===== src/rtl/pc_seq_ctrl_pkg.sv =====
// pc_seq_ctrl_pkg
//   Shared definitions for the next-PC sequencer: instruction address bus
//   width, boot and exception vectors, counter width and FSM state encoding.
//   No ports (package).

`ifndef InstAddrBus
`define InstAddrBus 63:0
`endif

package pc_seq_ctrl_pkg;

   // Address width follows the core-wide instruction address bus.
   typedef logic [`InstAddrBus] inst_addr_t;
   localparam int ADDR_W_DEF = $bits(inst_addr_t);

   localparam logic [63:0] RESET_VEC_DEF = 64'h0000_0000_0000_0000;
   localparam logic [63:0] EXC_VEC_DEF   = 64'h0000_0000_0000_0400;
   localparam int          CNT_W_DEF     = 32;

   typedef enum logic [1:0] {
      ST_BOOT  = 2'b00,
      ST_RUN   = 2'b01,
      ST_REDIR = 2'b10,
      ST_HALT  = 2'b11
   } seq_state_t;

endpackage


===== src/rtl/pc_seq_ctrl_sat_counter.sv =====
// sat_counter
//   W-bit counter that increments on inc and sticks at all-ones.
//   Ports:
//     clk   in  1  clock
//     rst   in  1  asynchronous active-low reset (0 = reset)
//     inc   in  1  count one event this cycle
//     clear in  1  synchronous clear (wins over inc)
//     count out W  current count

module sat_counter #(
   parameter int W = 32
) (
   input  logic         clk,
   input  logic         rst,
   input  logic         inc,
   input  logic         clear,
   output logic [W-1:0] count
);

   // Saturating count register with synchronous clear.
   always_ff @(posedge clk or negedge rst) begin
      if (!rst) begin
         count <= '0;
      end else if (clear) begin
         count <= '0;
      end else if (inc && (count != {W{1'b1}})) begin
         count <= count + {{(W-1){1'b0}}, 1'b1};
      end else begin
         count <= count;
      end
   end

endmodule


===== src/rtl/pc_seq_ctrl.sv =====
// pc_seq_ctrl
//   Next-PC sequencer for the fetch stage. Chooses every cycle between
//   incrementing the PC, holding it, or loading a latched redirect target,
//   and drives the IF/ID and ID/EX flushes, fetch_valid and the halt flag.
//   Ports:
//     clk         in  1       clock
//     rst         in  1       asynchronous active-low reset (0 = reset)
//     pc_cur      in  ADDR_W  current PC value
//     br_taken    in  1       EX stage: branch taken this cycle
//     br_target   in  ADDR_W  EX stage: branch target (bits [1:0] ignored)
//     exc_req     in  1       exception / IRQ request (level)
//     stall_req   in  1       hazard unit: hold the PC
//     imem_ready  in  1       instruction memory accepts a fetch
//     halt_req    in  1       WFI decoded in ID
//     pc_src      out 1       1 = PC loads pc_in, 0 = PC increments by 4
//     pc_in       out ADDR_W  PC load value
//     flush_if    out 1       invalidate IF/ID
//     flush_id    out 1       invalidate ID/EX
//     fetch_valid out 1       current PC is a real fetch
//     halted      out 1       core is halted
//     redir_cnt   out CNT_W   saturating count of redirects

module pc_seq_ctrl
   import pc_seq_ctrl_pkg::*;
#(
   parameter int                ADDR_W    = ADDR_W_DEF,
   parameter logic [ADDR_W-1:0] RESET_VEC = ADDR_W'(RESET_VEC_DEF),
   parameter logic [ADDR_W-1:0] EXC_VEC   = ADDR_W'(EXC_VEC_DEF),
   parameter int                CNT_W     = CNT_W_DEF
) (
   input  logic              clk,
   input  logic              rst,
   input  logic [ADDR_W-1:0] pc_cur,
   input  logic              br_taken,
   input  logic [ADDR_W-1:0] br_target,
   input  logic              exc_req,
   input  logic              stall_req,
   input  logic              imem_ready,
   input  logic              halt_req,
   output logic              pc_src,
   output logic [ADDR_W-1:0] pc_in,
   output logic              flush_if,
   output logic              flush_id,
   output logic              fetch_valid,
   output logic              halted,
   output logic [CNT_W-1:0]  redir_cnt
);

   seq_state_t        state;
   logic [ADDR_W-1:0] tgt_q;
   logic [ADDR_W-1:0] redir_tgt;
   logic              redir_new;
   logic              hold;
   logic              cnt_clr;
   logic              unused_tgt_bits;

   // Branch targets are word aligned; the low bits carry no information.
   assign unused_tgt_bits = ^br_target[1:0];

   // Select the redirect target and decide whether a redirect is taken now.
   // Exceptions beat branches; in HALT only an exception wakes the core.
   always_comb begin
      redir_tgt = exc_req ? EXC_VEC : {br_target[ADDR_W-1:2], 2'b00};
      case (state)
         ST_RUN:   redir_new = exc_req | br_taken;
         ST_REDIR: redir_new = exc_req | br_taken;
         ST_HALT:  redir_new = exc_req;
         default:  redir_new = 1'b0;
      endcase
   end

   // Sequencer FSM and latched redirect target.
   always_ff @(posedge clk or negedge rst) begin
      if (!rst) begin
         state <= ST_BOOT;
         tgt_q <= '0;
      end else if (redir_new) begin
         // A redirect also cancels a same-cycle halt request (its WFI sits
         // in a slot about to be flushed).
         state <= ST_REDIR;
         tgt_q <= redir_tgt;
      end else begin
         tgt_q <= tgt_q;
         case (state)
            ST_BOOT:  state <= ST_RUN;
            ST_RUN:   state <= halt_req ? ST_HALT : ST_RUN;
            ST_REDIR: state <= ST_RUN;
            ST_HALT:  state <= ST_HALT;
            default:  state <= ST_BOOT;
         endcase
      end
   end

   assign hold = stall_req | ~imem_ready;

   // Next-PC mux and per-state control outputs. BOOT values double as the
   // reset values because reset forces the state to BOOT asynchronously.
   always_comb begin
      pc_src      = 1'b1;
      pc_in       = RESET_VEC;
      flush_if    = 1'b1;
      flush_id    = 1'b1;
      fetch_valid = 1'b0;
      halted      = 1'b0;
      case (state)
         ST_BOOT: begin
            pc_in = RESET_VEC;
         end
         ST_REDIR: begin
            // Redirect overrides stall and back-pressure.
            pc_in = tgt_q;
         end
         ST_HALT: begin
            pc_in    = pc_cur;
            flush_id = 1'b0;
            halted   = 1'b1;
         end
         ST_RUN: begin
            if (hold) begin
               pc_src      = 1'b1;
               pc_in       = pc_cur;
               flush_if    = ~imem_ready;
               flush_id    = stall_req;
               fetch_valid = imem_ready;
            end else begin
               pc_src      = 1'b0;
               pc_in       = pc_cur + ADDR_W'(3'd4);
               flush_if    = 1'b0;
               flush_id    = 1'b0;
               fetch_valid = 1'b1;
            end
         end
         default: begin
            pc_in = RESET_VEC;
         end
      endcase
   end

   // Count each redirect once, when its target is latched.
   assign cnt_clr = (state == ST_BOOT);

   sat_counter #(
      .W(CNT_W)
   ) u_redir_cnt (
      .clk   (clk),
      .rst   (rst),
      .inc   (redir_new),
      .clear (cnt_clr),
      .count (redir_cnt)
   );

endmodule


===== config.mk =====
export PLATFORM = sky130hd
export DESIGN_NAME = pc_seq_ctrl
export DESIGN_NICKNAME = d
export VERILOG_FILES = /design/src/rtl/pc_seq_ctrl_pkg.sv /design/src/rtl/pc_seq_ctrl_sat_counter.sv /design/src/rtl/pc_seq_ctrl.sv
export SDC_FILE = /design/constraint.sdc
export NUM_CORES = 1
export LEC_CHECK = 0
export CAP_MARGIN = 20
export CELL_PAD_IN_SITES_DETAIL_PLACEMENT = 1
export CELL_PAD_IN_SITES_GLOBAL_PLACEMENT = 1
export CORE_MARGIN = 4
export CORE_UTILIZATION = 40
export DETAILED_ROUTE_END_ITERATION = 8
export DONT_BUFFER_PORTS = 1
export PLACE_DENSITY_LB_ADDON = 0.1
export SLEW_MARGIN = 20
export SYNTH_ARGS = -nofsm -noshare
export SYNTH_HDL_FRONTEND = slang
export SYNTH_SLANG_ARGS = --single-unit

===== constraint.sdc =====
create_clock -name clk -period 4.3 [get_ports clk]
set_input_delay 1.075 -clock clk [delete_from_list [all_inputs] [get_ports clk]]
set_output_delay 1.075 -clock clk [all_outputs]
set_load 0.005 [all_outputs]

# == Word level (Yosys, flattened, before mapping) ==
# Cells that the tools add are included.
# classes
n_reduce_logical,5
n_eq_ne,4
n_mux,18
bitwise_logic,3
addsub,2
# ops
operator,count
case mux 64 bit (4 select lines),1
two-way mux 64 bit,2
"adder 64 x 3 -> 64 bit, second input constant",1
two-way mux 32 bit,2
"adder 32 x 1 -> 32 bit, second input constant",1
"inequality test 32 bit, second input constant",1
two-way mux 1 bit,8
case mux 2 bit (3 select lines),1
"== test 2 bit, second input constant",2
two-way mux 2 bit,2
case mux 1 bit (2 select lines),2
OR reduction 2 bit,2
"== test 2 x 1 -> 1 bit, second input constant",1
zero test 2 bit,1
bitwise OR 1 bit,2
nonzero test 2 bit,1
logical AND 1 bit,1
inverter 1 bit,1
# word_totals
in_bits,135
out_inout_bits,101
register_bits,98

# == Longest topological paths before layout ==
# Gate-level depths: netlist of run 1.
# depth
depth_word,6
depth_mapped,9

# == By module ==
# Synthesis of run 1 repeated with hierarchy kept, for this count alone.
# unflattened
hier_cells,947
hier_area_um2,7374.6
# by_module_without_submodules
module,area_each_um2,cells_each,seq_area_each_um2,instances
pc_seq_ctrl,5520.3,749,1601.5,1
sat_counter,1854.3,198,800.8,1

# == Least setup slack after synthesis of run 1 ==
# Ideal clock, no wire load.
# synth_timing
path_type,input -> output
from,input port pc_cur[2]
to,output port pc_in[58]
path_slack_ps,450
stages,7
required_time_ps,3225
arrival_time_ps,2775
cell_sequence,ha_1 > nand4b_1 > nor4_1 > nand3_1 > or4_1 > mux2i_1 > or3_1
# synth_between
elab_chain_cells,3
# synth_lines
item,line,rtl
start: declaration,pc_seq_ctrl.sv:33,"input logic [ADDR_W-1:0] pc_cur,"
adder 64 x 3 -> 64 bit,pc_seq_ctrl.sv:127,pc_in = pc_cur + ADDR_W'(3'd4);
two-way mux 64 bit,pc_seq_ctrl.sv:119,if (hold) begin
case mux 64 bit (4 select lines),pc_seq_ctrl.sv:105,case (state)
end: declaration,pc_seq_ctrl.sv:41,"output logic [ADDR_W-1:0] pc_in,"
# No other way between the ends.

# == Worst setup path after layout of run 1 ==
# layout_timing
from,input port pc_cur[2]
to,output port pc_in[60]
# The elaborated chain is that of the path after synthesis.

==> results of run 1 <==
==> flip-flops by register name (all words and copies together), names as in the netlist <==
register           cells
state                  2
tgt_q                 62
u_redir_cnt.count     32
==> power breakdown <==
part	total, mW	switching [mW]	leakage [nW]	internal (mW)
sequential	1.32	0.172	1.27	1.15
clock	0.823	0.417	0.137	0.406
combinational	2.32	1.62	1.89	0.702
==> logic make-up after synthesis <==
group | synth area share [%]
DFF | 33.2
adders and majority gates | 1.04
AOI/OAI and AO/OA | 14.3
xor gates and xnor gates | 6.30
muxes | 0.571
and+or+nand+nor | 40.3
buffers and inverters | 4.27
==> per-stage QoR <==
| stage | std cells | worst slack [ns] | area, sq um | hold slack, ns |
|---|---|---|---|---|
| 2_1_floorplan | 913 | 0.450 | 7230 | 0.439 |
| 3_3_place_gp | 1107 | 0.298 | 7510 | 0.450 |
| 3_5_place_dp | 1107 | 0.311 | 7510 | 0.459 |
| 4_1_cts | 1123 | 0.289 | 7800 | 0.389 |
| 5_1_grt | 1123 | 0.0864 | 7800 | 0.383 |
| 6_report | 1123 | 0.289 | 7800 | 0.404 |
==> final cells by class <==
type,instances,share of cell area [%]
Clock buffer,9,2.89
Clock inverter,7,0.834
Inverter,18,0.866
Multi-Input combinational cell,739,58.1
Sequential cell,96,30.8
Tap cell,225,3.61
Timing Repair Buffer,29,2.95
==> metal layers <==
| metal | GRT usage [%] | vias up | wire (um) |
|---|---|---|---|
| li1 | - | 3253 | - |
| met1 | 33.7 | 3606 | 11400 |
| met2 | 43.6 | 242 | 13100 |
| met3 | 8.17 | 37 | 2320 |
| met4 | 8.75 | 2 | 601 |
| met5 | 0 | - | 13 |
==> cell usage in the layout, fill, tap and decap left out, types with 4 or more instances in the layout <==
| cell | instances |
|---|---|
| clkbuf_16 | 9 |
| nor4_1 | 12 |
| nor3_1 | 23 |
| nand3_1 | 38 |
| nor2_1 | 70 |
| and4_1 | 10 |
| a221o_1 | 4 |
| xnor2_1 | 37 |
| nor4_4 | 4 |
| xor2_1 | 15 |
| and3_1 | 21 |
| or3_1 | 8 |
| inv_1 | 17 |
| a21o_1 | 4 |
| nand3b_1 | 63 |
| a31oi_1 | 8 |
| a222oi_1 | 5 |
| a22oi_1 | 27 |
| nor2b_1 | 5 |
| dfrtp_1 | 96 |
| nand4_1 | 33 |
| nand4_2 | 6 |
| buf_4 | 28 |
| nor4_2 | 9 |
| o211ai_1 | 6 |
| and2_1 | 9 |
| nand2_1 | 184 |
| o21ai_0 | 28 |
| a21oi_1 | 33 |
| o22ai_1 | 15 |
==> path summary, 6_finish.rpt <==
kind / start / endpoint / slack [ns]
max: pc_cur[2] / pc_in[60] / 0.29
min: rst / tgt_q[6] / 0.40
max reg2reg: state[0] / u_redir_cnt.count[31] / 1.20
min reg2reg: tgt_q[29] / tgt_q[29] / 0.47
max in group asynchronous: rst / tgt_q[26] / 3.72
min in group clk: tgt_q[29] / tgt_q[29] / 0.47
==> impl_metrics.ini, run 1 <==
[synth]
synth_cell_types = 65
syn_area_sq_um = 7230
syn_nets = 1054
synth_top_area_cell = dfrtp_1
synth-seq-cells = 96
ys_top_cells_by_count = nand2_1, dfrtp_1, nor2_1, nand3b_1, clkbuf_1
yosysMostFrequentCell = nand2_1
synth_cells = 913
synth-main-ff-cell = dfrtp_1
syn_avg_cell_area_sq_um = 7.92
netlist.area_leader.share_pct = 33.2
synth_edf_count = 0
synthArstFlopShare_pct = 100
ys_warn_count = 0
seq_area_frac_synth_pct = 33.2
synth.area.top_cells = dfrtp_1, nand2_1, nand3b_1

[clock_network]
clockBufferDepth = 2
cts_sinks = 96
htreeDepth = 3
cts_root_buf = clkbuf_16
hold_buffers = 0
post-cts-setup-buffers = 0
clock_latency_ns = 0.36
tritoncts = done
clkTransAtPathRegs_ns = 0.08
cts_resized = 0
cts_buffers = 9

[setup_path]
critPathMaxStageDelay_ns = 0.42
cp.depth = 8
critPathKind = in2out
cp_data_arrival_time_ns = 2.94
crit_chain = ha_1 -> nand4b_1 -> buf_4 -> nor4_4 -> nand4_4 -> nor4_2 -> xnor2_1 -> o22ai_1
endpoint_kind = primary output
rr_worst_depth = 9
crit_fanout = 8
path_buf_inv = 1
critPathLaunchType = input pin
crit_slowest_cell = nor4_4
crit_required_ns = 3.22
cp_top_family = simple AND/OR/NAND/NOR gates

[power_and_ir_drop]
power.leakage_nw = 3.30
powerDensity_nw_per_um2 = 572
ir_drop_mv = 0.328
total_power_mw = 4.47

[timing]
fin_crit_sh_pct = 93.3
drv_slew = 0
rsz0062_at_grt = false
period_needed_ns = 4.01
hold_viol_final = 0
setup_viol = 0
slew_headroom_pct = 44.4
clock_skew_ns = 0.00633
worstMarginPinSlew_ns = 0.835
fmax_ghz = 0.249
tns_ns = 0

[detailed_routing]
drt_first_pass_iters = 5
wl_per_cell_um = 24.4
drcViolationCount = 0
vias = 7140
viasPerCell = 6.36
ant_nets = 0
routed_wl_mm = 27.4
drt_iter0_markers = 413

[place]
hpwl_mm = 20.2
place.gp.congestion = 0.913
io_buffer_count = 0

[job]
drv_cap = 0

[global_routing]
grt_pass1_vias = 7428
grt_use_total_pct = 26.7
grt_pass1_wl_mm = 42.9
antenna_found_initial = 1
grt_max_degree = 97
overflow = 0

[min_path]
min-delay-path-class = in2async

[floorplanning]
row_count = 48
die_w_um = 142
ioPinCount = 236
coreArea_sq_um = 17500
die_h_um = 142
dieArea_sq_um = 20300
initial_core_util_pct = 41.4

[final_layout]
synthToLayoutAreaGrowth_pct = 7.93
layout.nets = 1034
fin_util_pct = 44.7
nFillCells = 2120
num_antenna_cells = 0
multi_input_area_sq_um = 4530
layout-drive-gt1-share_pct = 9.24
seqCellArea_sq_um = 2400

[run_status]
status = finished, final reports clean
Note: power is estimated with default switching activity, not from simulation.
==> inputs of run 2 (changes only) <==
Settings changed: CELL_PAD_IN_SITES_GLOBAL_PLACEMENT 1 to 2, CORE_UTILIZATION 40 to 36, REMOVE_ABC_BUFFERS from default to 1.
==> run 2 against run 1 <==
  * First-iteration DRC count down 11%
  * Combinational power about the same
  * Wire length rose by 0.49%
  * Maximum frequency fell by 1.8%
  * Via count fell by 2.6%
  * Largest cell class unchanged
==> impl_metrics.ini, run 2 (synthesis results as in run 1) <==
[clock_network]
htreeDepth = 3
post-cts-setup-buffers = 0
tritoncts = done
clockBufferDepth = 2
cts_sinks = 96
cts_buffers = 9
clock_latency_ns = 0.36
clkTransAtPathRegs_ns = 0.08
hold_buffers = 0
cts_root_buf = clkbuf_16
cts_resized = 0

[detailed_routing]
viasPerCell = 6.01
wl_per_cell_um = 23.8
vias = 6957
drcViolationCount = 0
ant_nets = 0
drt_first_pass_iters = 6
routed_wl_mm = 27.5
drt_iter0_markers = 369

[setup_path]
critPathLaunch = pc_cur[2]
crit_fanout = 5
regToRegStartpoint = state[0]
endpoint_kind = primary output
crit_required_ns = 3.22
critPathKind = in2out
cp_data_arrival_time_ns = 3.01
critPathLaunchType = input pin

[global_routing]
grt_pass1_wl_mm = 43.0
grt_use_total_pct = 24.4
grt_max_degree = 97
antenna_found_initial = 0
overflow = 0
grt_pass1_vias = 7412

[timing]
period_needed_ns = 4.09
fin_crit_sh_pct = 95.0
fmax_ghz = 0.245
worst_hold_slack_ns = 0.409
worstMarginPinSlew_ns = 0.876
slew_headroom_pct = 41.6
hold_viol_final = 0
clock_skew_ns = 0.0103
drv_slew = 0
fin_ws_ns = 0.215
setup_viol = 0
rsz0062_at_grt = false

[final_layout]
max_flop_register = tgt_q
largest_register_ffs = 62
postLayoutCellArea_sq_um = 7820
nFillCells = 2380
synthToLayoutAreaGrowth_pct = 8.17
num_antenna_cells = 0
reg.largest.list = tgt_q (62), u_redir_cnt.count (32), state (2)
layout-drive-gt1-share_pct = 8.63
final_cell_mix = nand2_1, dfrtp_1, nor2_1, nand3b_1, nand3_1
fin_util_pct = 39.9
layout_commonest_cell = nand2_1
layout.nets = 1028

[power_and_ir_drop]
ir_drop_mv = 0.480
power.leakage_nw = 3.28
total_power_mw = 4.47
powerDensity_nw_per_um2 = 572

[floorplanning]
die_h_um = 150
ioPinCount = 236
row_count = 51
die_w_um = 150
coreArea_sq_um = 19600
dieArea_sq_um = 22400
initial_core_util_pct = 36.9

[min_path]
min-delay-path-class = in2async

[place]
hpwl_mm = 19.6
io_buffer_count = 0
postPlaceCellArea_sq_um = 7520
pre_cts_ws_ns = 0.212
place.gp.congestion = 0.906

[job]
drv_cap = 0

[run_status]
status = finished, final reports clean
-- run 2: cell count changes in the layout (fill, tap and decap cells not counted), sizes merged --
cell	before	now
clkinvlp	2	0
buf	29	23
inv	21	22
clkbuf	9	10
-- run 2: area by class of cell --
type | count | area (sq um) | share of cell area, %
tap | 265 | 332 | 4.24
sequential | 96 | 2400 | 30.7
clock inverter | 6 | 57.6 | 0.736
inverter | 18 | 67.6 | 0.864
multi-input combinational | 739 | 4550 | 58.2
timing repair buffer | 23 | 173 | 2.21
clock buffer | 10 | 239 | 3.06
-- run 2: through the flow --
stage / std cells / setup TNS (ns)
final: 1157 / 0
after global routing: 1157 / 0
after CTS: 1157 / 0
after global placement: 1141 / 0
after detailed placement: 1141 / 0
after floorplan: 853 / -0.858
-- run 2: worst max-delay path, cell delays in order --
cell      delay [ns]
ha_1            0.18
nand4b_1        0.16
nor4_1          0.25
nand3_1         0.23
or4_1           0.55
mux2i_1         0.16
or3_1           0.42
-- run 2: path summary, 6_finish.rpt --
kind / end / slack [ns] / depth (start not counted)
setup / recovery: pc_in[58] / 0.21 / 7
hold / removal: tgt_q[56] / 0.41 / 0
setup reg to reg: u_redir_cnt.count[31] / 1.16 / 8
hold reg to reg: tgt_q[13] / 0.47 / 2
max in group asynchronous: tgt_q[62] / 3.72 / 0
min in group clk: tgt_q[13] / 0.47 / 2
-- run 2: routing by layer --
metal / track usage (%) / share of wire [%] / vias up
met5: 0 / 0 / -
met4: 8.37 / 2.4 / 0
met3: 7.39 / 8.0 / 37
met2: 41.7 / 49 / 210
met1: 29.1 / 41 / 3470
li1: - / - / 3240
-- run 2: report_power, final --
part | internal [mW] | leakage [nW] | switching [mW]
clock network | 0.424 | 0.147 | 0.415
registers | 1.15 | 1.27 | 0.158
logic | 0.691 | 1.86 | 1.64
total | 2.27 | 3.28 | 2.21
==> inputs of run 3 (changes only) <==
Settings changed: BUFFER_PORTS_ARGS from default to -buffer_cell sky130_fd_sc_hd__buf_2, CORE_UTILIZATION 36 to 29, DONT_BUFFER_PORTS 1 to default, SLEW_MARGIN 20 to 15.
Clock period 4.3 ns to 4.6 ns, I/O delays scaled along.
==> run 3 against run 2 <==
  * Critical path depth rose by 1
  * Largest cell class unchanged
  * Largest power group unchanged
  * Design area rose by 17%
  * Wire length rose by 9.4%
  * Sequential share of layout area fell by 4.4 points
  * Non-clock buffer count rose by 241
  * Power rose by 3.2%
  * Clock-buffer cell count did not move
  * Register-to-register slack improved by 0.34 ns
  * Critical endpoint is now pc_in[38]
  * Global-route usage fell by 3.0 points
  * Worst hold slack improved by 0.060 ns
  * Highest routed layer is now met5
==> impl_metrics.ini, run 3 (synthesis results as in run 1) <==
[timing]
tns_ns = 0
hold_viol_final = 0
drv_slew = 0
fmax_ghz = 0.228
rsz0062_at_grt = false
worstMarginPinSlew_ns = 0.778
fin_crit_sh_pct = 95.3
period_needed_ns = 4.39
setup_viol = 0
slew_headroom_pct = 48.1
worst_hold_slack_ns = 0.469
clock_skew_ns = 0.00739

[place]
io_buffer_count = 233
hpwl_mm = 22.1
place.gp.congestion = 0.842
placedCellCount = 1441

[power_and_ir_drop]
powerDensity_nw_per_um2 = 506
power.leakage_nw = 4.33
ir_drop_mv = 0.343

[global_routing]
grt_pass1_wl_mm = 47.5
grt_max_degree = 57
antenna_found_initial = 5
grt_pass1_vias = 8007
grt_use_total_pct = 21.3
overflow = 0

[min_path]
min-delay-path-class = reg2reg

[final_layout]
layout.nets = 1269
reg.largest.list = tgt_q (62), u_redir_cnt.count (32), state (2)
synthToLayoutAreaGrowth_pct = 26.2
layout-drive-gt1-share_pct = 28.0
largest_register_ffs = 62
layout_commonest_cell = buf_2
max_flop_register = tgt_q
fin_util_pct = 37.4
instances_no_fill = 1458
final_cell_mix = buf_2, nand2_1, dfrtp_1, nor2_1, nand3b_1

[setup_path]
critPathKind = in2out
r2r_slack_ns = 1.50
crit_chain = buf_2 -> and4_1 -> nand4_1 -> or2_1 -> nor4_2 -> nand3_1 -> o311ai_1 -> buf_2
crit_required_ns = 3.45
worstReg2RegEnd = tgt_q[34]
crit_slowest_cell = nor4_2
path_buf_inv = 2
cp_data_arrival_time_ns = 3.24
rr_worst_depth = 8
crit_fanout = 8
critPathLaunch = pc_cur[11]
cp.depth = 8
critPathMaxStageDelay_ns = 0.45
endpoint = pc_in[38]
regToRegStartpoint = state[0]
path_common_cell = buf_2
cp_top_family = simple AND/OR/NAND/NOR gates
endpoint_kind = primary output
critPathLaunchType = input pin

[floorplanning]
die_w_um = 166
die_h_um = 166
coreArea_sq_um = 24400
dieArea_sq_um = 27500
initial_core_util_pct = 29.6
ioPinCount = 236
row_count = 57

[detailed_routing]
viasPerCell = 5.26
drcViolationCount = 0
routed_wl_mm = 30.1
wl_per_cell_um = 20.6
ant_nets = 0
drt_iter0_markers = 366
vias = 7675
drt_first_pass_iters = 6

[clock_network]
tritoncts = done
cts_root_buf = clkbuf_16
hold_buffers = 0
cts_buffers = 9
clockBufferDepth = 2
clkTransAtPathRegs_ns = 0.08
clock_latency_ns = 0.36
htreeDepth = 3
cts_sinks = 96

[job]
drv_cap = 0

[run_status]
status = finished, final reports clean
==> run 3: cell types whose count changed in the layout (fill, tap and decap cells not counted), sizes merged <==
cell	previous run	this run
buf	23	264
diode	0	1
inv	22	21
clkinvlp	0	1
==> run 3: layout make-up <==
class | instances | area, sq um
timing repair buffer | 264 | 1410
antenna | 1 | 2.50
multi-input combinational | 739 | 4550
fill | 3060 | 15300
tap | 324 | 405
sequential | 96 | 2400
clock buffer | 10 | 229
inverter | 18 | 67.6
clock inverter | 6 | 52.6
==> run 3: per-stage QoR <==
stage	setup slack (ns)	power (mW)	instance area, sq um
2_1_floorplan	0.00626	2.61	6990
3_3_place_gp	0.117	3.89	8830
3_5_place_dp	0.139	3.92	8830
4_1_cts	0.138	4.71	9110
5_1_grt	0.0354	5.03	9130
6_report	0.214	4.62	9130
==> run 3: worst min path at each step <==
stage / startpoint / endpoint / slack, ns / depth (start not counted)
3_3_place_gp: tgt_q[13] / tgt_q[13] / 0.45 / 2
5_1_grt: tgt_q[8] / tgt_q[8] / 0.49 / 2
3_5_place_dp: tgt_q[11] / tgt_q[11] / 0.46 / 2
6_report: tgt_q[11] / tgt_q[11] / 0.47 / 2
2_1_floorplan: tgt_q[18] / tgt_q[18] / 0.44 / 2
4_1_cts: tgt_q[15] / tgt_q[15] / 0.47 / 2
==> run 3: timing repair <==
| action | CTS | global route |
|---|---|---|
| buffers inserted | 0 | 0 |
| gates resized for setup | 0 | 2 |
| setup endpoints to repair | 0 | 2 |
==> run 3: report_power, final <==
group          internal [mW]  switching [mW]
Clock                  0.379           0.394
Sequential              1.08           0.141
Combinational          0.921            1.71
==> run 3: worst register-to-register path: stages, from the launching register on <==
cell and delay, ns:
dfrtp_1 0.47, inv_1 0.16, ha_4 0.49, buf_4 0.55, a21oi_4 0.06, inv_2 0.39
buf_4 0.66, nand2_1 0.18, nand2_1 0.08
==> run 3: metal layers <==
layer | vias up | routed length (um) | GRT usage (%)
met5 | - | 48 | 0
met4 | 8 | 316 | 3.52
met3 | 24 | 1160 | 3.93
met2 | 157 | 14100 | 35.4
met1 | 3760 | 14500 | 29.5
li1 | 3726 | - | -
